`src/rtl/tile_display_arbiter_if.sv`:
```
// Tile pin bundle for the display arbiter.
// The arbiter is the slave; the tile harness drives it as master.
interface tile_display_arbiter_if;
  logic [7:0] ui_in;
  logic [7:0] uo_out;
  logic [7:0] uio_in;
  logic [7:0] uio_out;
  logic [7:0] uio_oe;

  modport slave (
    input  ui_in,
    input  uio_in,
    output uo_out,
    output uio_out,
    output uio_oe
  );

  modport master (
    output ui_in,
    output uio_in,
    input  uo_out,
    input  uio_out,
    input  uio_oe
  );
endinterface

```
`src/rtl/tile_display_arbiter.sv`:
```
// Round-robin arbiter sharing the 7-segment display among three requesters.
// Each grant holds for a fixed window and is followed by a blank gap.
module tile_display_arbiter #(
  parameter int HOLD_CYCLES = 8,
  parameter int GAP_CYCLES  = 2
) (
  input  logic clk,
  input  logic rst_n,
  input  logic ena,
  tile_display_arbiter_if.slave tile
);

  typedef enum logic [1:0] {
    IDLE  = 2'b00,
    GRANT = 2'b01,
    GAP   = 2'b10
  } state_t;

  localparam logic [7:0] HOLD_LD = 8'(HOLD_CYCLES - 1);
  localparam logic [7:0] GAP_LD  =
    (GAP_CYCLES > 0) ? 8'(GAP_CYCLES - 1) : 8'd0;

  state_t     state, state_nx;
  logic [7:0] cnt, cnt_nx;
  logic [2:0] grant, grant_nx;
  logic [1:0] ptr, ptr_nx;
  logic [1:0] ptr_after;
  logic [2:0] req_m, req_s;
  logic [2:0] rot, rot_oh, win_oh;
  logic [6:0] seg;
  logic       hold_end;
  logic       unused_pins;

  assign unused_pins = ^{tile.uio_in, tile.ui_in[7],
                         tile.ui_in[5:3], tile.ui_in[1]};

  always_ff @(posedge clk or negedge rst_n) begin
    if (!rst_n) begin
      req_m <= '0;
      req_s <= '0;
    end else if (ena) begin
      req_m <= {tile.ui_in[6], tile.ui_in[2], tile.ui_in[0]};
      req_s <= req_m;
    end
  end

  // Rotate so bit 0 is the requester at ptr, pick lowest, rotate back.
  always_comb begin
    rot = req_s;
    unique case (ptr)
      2'd1:    rot = {req_s[0], req_s[2], req_s[1]};
      2'd2:    rot = {req_s[1], req_s[0], req_s[2]};
      default: rot = req_s;
    endcase
    rot_oh[0] = rot[0];
    rot_oh[1] = rot[1] & ~rot[0];
    rot_oh[2] = rot[2] & ~rot[1] & ~rot[0];
    win_oh = rot_oh;
    unique case (ptr)
      2'd1:    win_oh = {rot_oh[1], rot_oh[0], rot_oh[2]};
      2'd2:    win_oh = {rot_oh[0], rot_oh[2], rot_oh[1]};
      default: win_oh = rot_oh;
    endcase
  end

  always_comb begin
    ptr_after = ptr;
    unique case (1'b1)
      grant[0]: ptr_after = 2'd1;
      grant[1]: ptr_after = 2'd2;
      grant[2]: ptr_after = 2'd0;
      default:  ptr_after = ptr;
    endcase
  end

  assign hold_end = ~|(req_s & grant) | (cnt == 8'd0);

  always_comb begin
    state_nx = state;
    cnt_nx   = cnt;
    grant_nx = grant;
    ptr_nx   = ptr;
    case (state)
      IDLE: begin
        if (|req_s) begin
          grant_nx = win_oh;
          cnt_nx   = HOLD_LD;
          state_nx = GRANT;
        end
      end
      GRANT: begin
        if (hold_end) begin
          grant_nx = '0;
          ptr_nx   = ptr_after;
          if (GAP_CYCLES == 0) begin
            state_nx = IDLE;
            cnt_nx   = '0;
          end else begin
            state_nx = GAP;
            cnt_nx   = GAP_LD;
          end
        end else begin
          cnt_nx = cnt - 8'd1;
        end
      end
      GAP: begin
        if (cnt == 8'd0) begin
          state_nx = IDLE;
        end else begin
          cnt_nx = cnt - 8'd1;
        end
      end
      default: begin
        state_nx = IDLE;
        grant_nx = '0;
        cnt_nx   = '0;
      end
    endcase
  end

  always_ff @(posedge clk or negedge rst_n) begin
    if (!rst_n) begin
      state <= IDLE;
      cnt   <= '0;
      grant <= '0;
      ptr   <= '0;
    end else if (ena) begin
      state <= state_nx;
      cnt   <= cnt_nx;
      grant <= grant_nx;
      ptr   <= ptr_nx;
    end
  end

  always_comb begin
    seg = 7'h00;
    if (state == GRANT) begin
      unique case (1'b1)
        grant[0]: seg = 7'h3F;
        grant[1]: seg = 7'h06;
        grant[2]: seg = 7'h5B;
        default:  seg = 7'h00;
      endcase
    end
  end

  assign tile.uo_out  = {state != IDLE, seg};
  assign tile.uio_out = {3'b000, state, grant};
  assign tile.uio_oe  = 8'h1F;

endmodule
```
`src/flat_wrapper.sv`:
```
// flat-port wrapper written by rule: the top's interface ports become plain ports
module tile_display_arbiter_flat 
#(
  parameter int HOLD_CYCLES = 8,
  parameter int GAP_CYCLES  = 2
)
  (clk, rst_n, ena, tile_ui_in, tile_uio_in, tile_uo_out, tile_uio_out, tile_uio_oe);
  tile_display_arbiter_if tile_i ();
  input  logic clk;
  input  logic rst_n;
  input  logic ena;
  input wire logic [$bits(tile_i.ui_in)-1:0] tile_ui_in;
  input wire logic [$bits(tile_i.uio_in)-1:0] tile_uio_in;
  output wire logic [$bits(tile_i.uo_out)-1:0] tile_uo_out;
  output wire logic [$bits(tile_i.uio_out)-1:0] tile_uio_out;
  output wire logic [$bits(tile_i.uio_oe)-1:0] tile_uio_oe;
  assign tile_i.ui_in = tile_ui_in;
  assign tile_i.uio_in = tile_uio_in;
  assign tile_uo_out = tile_i.uo_out;
  assign tile_uio_out = tile_i.uio_out;
  assign tile_uio_oe = tile_i.uio_oe;
  tile_display_arbiter #(.HOLD_CYCLES(HOLD_CYCLES), .GAP_CYCLES(GAP_CYCLES)) u_core (.clk(clk), .rst_n(rst_n), .ena(ena), .tile(tile_i));
endmodule
```
`config.mk`:
```
export PLATFORM = sky130hd
export DESIGN_NAME = tile_display_arbiter_flat
export DESIGN_NICKNAME = d
export VERILOG_FILES = /design/src/rtl/tile_display_arbiter_if.sv /design/src/rtl/tile_display_arbiter.sv /design/src/flat_wrapper.sv
export SDC_FILE = /design/constraint.sdc
export NUM_CORES = 1
export LEC_CHECK = 0
export BUFFER_PORTS_ARGS = -buffer_cell sky130_fd_sc_hd__buf_2
export CAP_MARGIN = 40
export CORE_MARGIN = 5
export CORE_UTILIZATION = 40
export DETAILED_ROUTE_END_ITERATION = 8
export PLACE_DENSITY = 0.75
export SYNTH_ARGS = -nofsm -noshare
export SYNTH_HDL_FRONTEND = slang
export SYNTH_SLANG_ARGS = --single-unit
```
`constraint.sdc`:
```
create_clock -name clk -period 2.59 [get_ports clk]
set_input_delay 0.259 -clock clk [delete_from_list [all_inputs] [get_ports clk]]
set_output_delay 0.259 -clock clk [all_outputs]
set_load 0.1 [all_outputs]
```
==> results of run 1 <==
## power by group
group	switching (uW)	leakage [uW]	internal, uW	total [uW]
clock network	105	0.0000177	57.8	163
registers	138	0.000263	425	563
logic	929	0.000386	303	1230
## cell type report
cell class | instances | area share (%)
Sequential cell | 21 | 36.5
Timing Repair Buffer | 19 | 6.93
Inverter | 8 | 2.08
Clock buffer | 3 | 1.56
Tap cell | 46 | 3.99
Multi-Input combinational cell | 108 | 48.6
Clock inverter | 1 | 0.347
## flip-flops by register name, indices dropped and copies added, names as in the netlist
register      cells
u_core.cnt        8
u_core.grant      3
u_core.ptr        2
u_core.req_m      3
u_core.req_s      3
u_core.state      2
## cell usage in the layout, fill, tap and decap left out, drive strengths merged, types with 6 or more instances in the layout
cell type  count
o21ai         12
mux2           6
nor2          16
inv            8
buf           18
nor3           7
nand2         11
dfrtp         21
conb          11
## worst register-to-register path, cell delays in order, from the launching register on
cell	delay [ns]
dfrtp_1	0.51
or4_4	0.57
o21ai_4	0.27
nor3_2	0.08
mux2_4	0.26
a21o_1	0.17
## through the flow
step / total power [uW] / util [%] / cell area [sq um]
after detailed placement: 1800 / 42.8 / 1410
after CTS: 1970 / 44.0 / 1440
final: 1960 / 44.0 / 1440
after floorplan: 1640 / - / 1380
after global placement: 1780 / 42.8 / 1410
after global routing: 2080 / 44.0 / 1440
## per-layer routing
layer,share of wire [%],up-vias,GRT usage (%)
met5,0,-,0
met4,2.0,0,5.96
met3,4.7,5,2.00
met2,43,28,19.2
met1,50,475,16.8
li1,-,509,-
## worst max-delay path by stage
stage                               start              to  depth (start not counted)
after CTS                 u_core.state[0]  tile_uo_out[0]                          5
after global placement    u_core.state[1]   u_core.cnt[2]                          5
after floorplan           u_core.state[1]  tile_uo_out[2]                          3
after detailed placement    u_core.cnt[0]   u_core.cnt[2]                          7
final                     u_core.state[0]  tile_uo_out[0]                          5
after global routing      u_core.state[0]  tile_uo_out[4]                          5
## logic make-up after synthesis
logic type	share of synthesized area [%]
AO/OA/AOI/OAI	15.7
XOR/XNOR	2.62
adder cells (fa/ha/maj)	3.75
buffers and inverters	11.4
flip-flops	39.3
multiplexers	5.34
other	0.562
AND/OR/NAND/NOR	21.3
## repair_timing
item / CTS / global route
hold endpoints to repair: 21 / 0
hold buffers: 1 / 0
resized for setup: 0 / 0
==> results.ini, run 1 <==
[logic_synthesis]
synth_top_area_share_pct = 39.3
synth_edf_count = 0
yosys_most_used_dff = dfrtp_1
synth_commonest_cells = dfrtp_1, nor2_1, buf_4, nand2_1, o21ai_0
yosys_warnings = 0
avgSynthCellArea_sq_um = 9.22
ys_seq_area_share_pct = 39.3
synth_area_leader_cell = dfrtp_1
ys_types = 45
ys_async_sr_fraction_pct = 100
syn_area_sq_um = 1340
synth.most_common_cell = dfrtp_1
synth_seq_cells = 21
yosys-top-cells-area = dfrtp_1, buf_4, nor2_1
netlist_instances = 145

[sta]
layout_setup_ws_ns = 0.539
drv_slew = 0
min_period_over_period_pct = 79.2
timing.hold.ws_ns = 0.161
fin_skew_ns = 0.0134
timing.setup.tns_ns = 0
fin_crit_ns = 2.05
setup_viol = 0
rsz0062_at_grt = no
max_freq_mhz = 488
hold_violations = 0

[place]
dpl_worst_slack_ns = 0.664
gp_routability_congestion = 0.790
dp_hpwl_um = 1890
io_buffers = 18
dp_cells = 201

[clock_network]
cts_setup_buffers = 0
clock_path_buffers = 2
cts.sinks = 21
h-tree-depth = 1
numCtsBuffers = 3
cts_tree = done
insertion_delay_ns = 0.32
cts-root-buf = clkbuf_4
clk_pin_slew_ns = 0.13

[status]
status = finished clean

[layout]
num-nets-final = 184
fin_cells = 206
area_growth_pct = 8.05
multi_input_area_sq_um = 702
regArea_sq_um = 527
fillers = 327
antennaDiodeCount = 0
drive_above_1_share_pct = 25.0

[floorplanning]
die_h_um = 67.8
dieArea_sq_um = 4600
std_cell_rows = 21
ios = 43
die_w_um = 67.8
initial_core_util_pct = 40.7
fp.coreArea_sq_um = 3280

[worst_setup_path]
crit_slowest_cell = dfrtp_2
critical-path-top-delay-family = buffers and inverters
crit_buf_inv = 2
worstReg2RegStart = u_core.state[1]
cp.arrival_ns = 1.79
reg2reg_depth = 5
slowest_delay_ns = 0.46
reg2reg_slack_ns = 0.63
crit_path_max_fanout = 9
worstPathCellList = inv_1 > nor2_1 > and2_4 > or2_4 > buf_2
critPathCaptureType = primary output
timing.rr.end = u_core.cnt[2]
start_kind = flop
worstSetupPathType = reg -> out
crit_required_ns = 2.33

[routing]
wl_um = 2530
drc = 0
vias = 1017
routedWlPerCell_um = 12.3
drt-pass1-iter-count = 5
viasPerCell = 4.94
drtIter0Drc = 46
ant_nets = 0

[global_routing]
grt_pass1_vias = 925
grt_pass1_wl_um = 4300
track_usage_pct = 12.4
grt_max_degree = 22
antenna_found_initial = 0
grt_overflow = 0

[worst_hold_path]
min-delay-start = tile_ui_in[0]
holdPathStages = 2
whs_endpoint = u_core.req_m[0]
min_path_type = in -> reg

[run]
cap_violations = 0

[power]
vdd_drop_max_v = 0.000390
leakage_uw = 0.000667
power_density_nw_per_um2 = 1360

(Power assumes the default switching activity.)
==> run 2: changes to the inputs <==
Settings changed: PLACE_DENSITY 0.75 to 0.78.
Clock period 2.59 ns to 1.7 ns, I/O delays scaled along.
==> run 2 against run 1 <==
  * The flow now finishes with violations (setup timing)
  * Largest cell class unchanged
  * Worst hold slack worse by 0.076 ns
  * Largest power group unchanged
  * Register-to-register slack got worse by 0.79 ns
  * Critical path type is now reg -> reg
  * Clock power rose by 48%
  * Critical path depth is the same
  * Utilization increased by 12 points
==> results.ini, run 2 (same netlist as run 1, synthesis figures left out) <==
[floorplanning]
dieArea_sq_um = 4600
std_cell_rows = 21
die_h_um = 67.8
ios = 43
die_w_um = 67.8
initial_core_util_pct = 40.7
fp.coreArea_sq_um = 3280

[sta]
setup_viol = 14
rsz0062_at_grt = yes
hold_violations = 0
min_period_over_period_pct = 109
max_freq_mhz = 539
layout_setup_ws_ns = -0.157
fin_crit_ns = 1.86
drv_slew = 0
fin_skew_ns = 0.0108

[layout]
num-nets-final = 209
top_register = u_core.cnt
area_growth_pct = 37.3
largest_register_ffs = 8
antennaDiodeCount = 0
drive_above_1_share_pct = 43.2
final_common_cell = buf_4
fin_cells = 231
layout_common_cells = buf_4, dfrtp_1, nor2_1, nand2_1, conb_1

[global_routing]
antenna_found_initial = 0
grt_pass1_wl_um = 4630
grt_overflow = 0
grt_pass1_vias = 1068
track_usage_pct = 13.0
grt_max_degree = 22

[worst_hold_path]
min_path_type = in -> reg
holdPathStages = 2
min-delay-start = tile_ui_in[0]

[routing]
vias = 1135
viasPerCell = 4.91
drt-pass1-iter-count = 4
ant_nets = 0
wl_um = 2930
drtIter0Drc = 74
drc = 0
routedWlPerCell_um = 12.7

[worst_setup_path]
crit_path_max_fanout = 5
worstSetupPathType = reg -> reg
crit_buf_inv = 0
worstReg2RegStart = u_core.state[1]
cp.arrival_ns = 2.06
reg2reg_depth = 5
crit_required_ns = 1.90
critPathCaptureType = flop
crit_path_start = u_core.state[1]
cp_num_cells = 5
slowest_delay_ns = 0.56
start_kind = flop
worstPathCellList = or4_4 > o21ai_4 > nor3_2 > mux2_4 > a21o_1
critical-path-top-delay-family = simple AND/OR/NAND/NOR gates
crit_slowest_cell = or4_4

[place]
dp_hpwl_um = 2200
gp_routability_congestion = 0.760
io_buffers = 18
dpl_worst_slack_ns = -0.160
dp_cells = 220

[clock_network]
cts-root-buf = clkbuf_4
cts_tree = done
clk_pin_slew_ns = 0.12
numCtsBuffers = 3
insertion_delay_ns = 0.31
h-tree-depth = 1
clock_path_buffers = 2
cts.sinks = 21

[power]
finalPower_uw = 3680
leakage_uw = 0.000830
vdd_drop_max_v = 0.000768
power_density_nw_per_um2 = 2000

[status]
violations = setup timing
status = finished with violations

[run]
cap_violations = 0

-- run 2: cell types whose count changed in the layout (fill, tap and decap cells not counted), moves of 2 or more --
cell | previous run | this run
buf_12 | 0 | 8
buf_2 | 18 | 10
buf_4 | 0 | 23
buf_6 | 0 | 2
dfrtp_1 | 20 | 16
dfrtp_2 | 1 | 3
dfrtp_4 | 0 | 2
nor2_1 | 15 | 13
nor2_4 | 0 | 3
nor3_1 | 5 | 2
nor3_2 | 2 | 5
o21ai_0 | 11 | 6
o21ai_1 | 0 | 5
-- run 2: worst paths after layout --
| check | endpoint | slack, ns |
|---|---|---|
| worst min-delay path | u_core.req_m[0] | 0.08 |
| worst max-delay path | u_core.cnt[2] | -0.16 |
| worst max register to register | u_core.cnt[2] | -0.16 |
| worst min register to register | u_core.req_s[0] | 0.49 |
| max in group asynchronous | u_core.state[1] | 1.01 |
| min in group asynchronous | u_core.state[0] | 0.34 |
-- run 2: worst register-to-register path: stages, from the launching register on --
cell and delay [ns]:
dfrtp_4 0.50, or4_4 0.56, o21ai_4 0.22, nor3_2 0.06, mux2_4 0.25, a21o_1 0.15
-- run 2: where the power goes --
group	total [uW]	switching, uW	internal [uW]
Combinational	2670	1710	955
Sequential	768	103	665
Clock	242	150	91.5
-- run 2: final cells by class --
class | instances | area (sq um)
inverters | 8 | 32.5
multi-input cells | 108 | 766
clock buffers | 4 | 26.3
repair buffers | 44 | 415
fillers | 287 | 1450
well taps | 46 | 57.6
flip-flops and latches | 21 | 537
-- run 2: metal layers --
| layer | routed length [um] | GRT usage [%] | part of all wire, % |
|---|---|---|---|
| met5 | 0 | 0 | 0 |
| met4 | 44 | 5.21 | 1.5 |
| met3 | 129 | 0.499 | 4.4 |
| met2 | 1470 | 23.2 | 50 |
| met1 | 1280 | 16.4 | 44 |
-- run 2: repair_timing --
item                                   CTS  global route
hold buffers                             1             0
endpoints found under the hold margin   21             0
setup endpoints to repair               17            19
gates resized for setup                 10            10
setup buffers                            4             2
pin swaps                                8             2
-- run 2: metrics by stage --
| stage | area [sq um] | util (%) | hold WS, ns | TNS (ns) |
|---|---|---|---|---|
| finish | 1830 | 55.8 | 0.0849 | -1.25 |
| global route | 1830 | 55.8 | 0.0900 | -2.18 |
| CTS | 1780 | 54.3 | 0.0834 | -1.12 |
| detailed placement | 1690 | 51.5 | 0.150 | -1.22 |
| global placement | 1690 | 51.5 | 0.152 | -0.796 |
| floorplan | 1440 | - | -0.126 | -4.34 |
==> run 3: changes to the inputs <==
Settings changed: PLACE_DENSITY 0.78 to 0.75.
Clock period 1.7 ns to 2.26 ns, I/O delays scaled along.
==> run 3 against run 2 <==
  * Global-route usage is 1.1 points lower
  * Wire length is 14% lower
  * Via count is 9.9% lower
  * Worst hold slack better by 0.057 ns
  * Critical path type is now reg -> out
  * Register-to-register slack better by 0.45 ns
  * First-iteration DRC count is 32% lower
  * The run now ends clean
  * Design area is 21% lower
==> results.ini, run 3 (same netlist as run 1, synthesis figures left out) <==
[clock_network]
clk_pin_slew_ns = 0.12
cts_setup_buffers = 0
clock_path_buffers = 2
cts.sinks = 21
numCtsBuffers = 3
h-tree-depth = 1
cts_tree = done
cts-resized-gates = 0
cts-root-buf = clkbuf_4
insertion_delay_ns = 0.30

[worst_setup_path]
crit_buf_inv = 2
reg2reg_slack_ns = 0.29
reg2reg_depth = 5
crit_slowest_cell = dfrtp_4
crit_path_max_fanout = 9
timing.rr.end = u_core.cnt[2]
slowest_delay_ns = 0.48
critPathCaptureType = primary output
cp.arrival_ns = 1.79
start_kind = flop
worstSetupPathType = reg -> out
critical-path-top-delay-family = buffers and inverters
worstReg2RegStart = u_core.state[0]
worstPathCellList = inv_1 > nor2_1 > and2_4 > or2_4 > buf_2
crit_required_ns = 2.03

[power]
power_density_nw_per_um2 = 1550
leakage_uw = 0.000659
vdd_drop_max_v = 0.000329

[worst_hold_path]
holdPathStages = 2
min-delay-start = tile_ui_in[2]
whs_endpoint = u_core.req_m[1]
min_path_type = in -> reg

[place]
dpl_worst_slack_ns = 0.304
dp_cells = 201
gp_routability_congestion = 0.838
dp_hpwl_um = 1880
io_buffers = 18
placed_cell_area_sq_um = 1420

[global_routing]
met2_usage_pct = 17.9
grt_overflow = 0
grt_pass1_wl_um = 4110
grt_max_degree = 22
busiest_layer = met2
track_usage_pct = 11.9
use_met1_pct = 16.1
antenna_found_initial = 0
grt_pass1_vias = 887
grt_use_met3_pct = 2.50

[floorplanning]
die_w_um = 67.8
std_cell_rows = 21
die_h_um = 67.8
fp.coreArea_sq_um = 3280
ios = 43
dieArea_sq_um = 4600
initial_core_util_pct = 40.7

[routing]
viasPerCell = 4.97
drt-pass1-iter-count = 4
routedWlPerCell_um = 12.2
drc = 0
wl_um = 2510
ant_nets = 0
vias = 1023
drtIter0Drc = 50

[layout]
final_core_util_pct = 44.4
fin_cells = 206
area_growth_pct = 9.08
antennaDiodeCount = 0
multi_input_area_sq_um = 709
top_register = u_core.cnt
final_common_cell = buf_2
finish.instance_area_sq_um = 1460
fillers = 334
largest_register_ffs = 8
drive_above_1_share_pct = 27.5
num-nets-final = 184
layout_common_cells = buf_2, dfrtp_1, nor2_1
regArea_sq_um = 534

[sta]
max_freq_mhz = 497
fin_crit_ns = 2.01
min_period_over_period_pct = 89.0
drv_slew = 0
layout_setup_ws_ns = 0.249
timing.setup.tns_ns = 0
rsz0062_at_grt = no
hold_violations = 0
setup_viol = 0
fin_skew_ns = 0.00758

[run]
cap_violations = 0

[status]
status = finished clean

## run 3: cell count changes in the layout (fill, tap and decap cells not counted), moves of 2 or more
cell,before,now
buf_6,2,0
buf_12,8,0
nor3_2,5,2
o21ai_1,5,0
buf_2,10,18
nor2_4,3,1
nor3_1,2,5
o21ai_0,6,11
buf_4,23,0
## run 3: per-layer routing
layer / wire, um / vias up
met3: 178 / 4
li1: - / 512
met2: 1100 / 31
met5: 0 / -
met1: 1190 / 476
met4: 40 / 0
## run 3: worst register-to-register path, stage by stage (launching register included)
cell and delay [ns]:
dfrtp_4 0.54, or4_4 0.57, o21ai_4 0.28, nor3_2 0.08
mux2_4 0.26, a21o_1 0.17
## run 3: report_power, final
part / switching [uW] / internal, uW / total [uW]
clock network: 113 / 68.8 / 182
registers: 157 / 498 / 655
logic: 1070 / 352 / 1430
total: 1340 / 919 / 2260
## run 3: metrics by stage
stage               power (uW)  hold WS, ns
detailed placement        2090        0.207
CTS                       2280        0.134
global placement          2070        0.203
finish                    2260        0.142
global route              2400        0.131
floorplan                 1910      -0.0696
## run 3: worst max-delay path by stage
stage | cells after the start | start | endpoint | slack [ns]
5_1_grt | 5 | u_core.state[0] | tile_uo_out[4] | 0.11
4_1_cts | 5 | u_core.state[0] | tile_uo_out[3] | 0.23
3_3_place_gp | 5 | u_core.state[0] | u_core.cnt[2] | 0.31
6_report | 5 | u_core.state[0] | tile_uo_out[3] | 0.25
3_5_place_dp | 5 | u_core.state[0] | u_core.cnt[2] | 0.30
2_1_floorplan | 5 | u_core.state[1] | tile_uo_out[3] | -0.02
## run 3: layout make-up
type,instances,share of cell area [%]
Multi-Input combinational cell,108,48.7
Sequential cell,21,36.7
Timing Repair Buffer,19,6.87
Tap cell,46,3.95
Inverter,8,2.06
Clock buffer,4,1.80
## run 3: what timing repair did
item	in CTS	in global routing
hold buffers	1	0
setup endpoints to repair	0	0
hold endpoints to repair	21	0
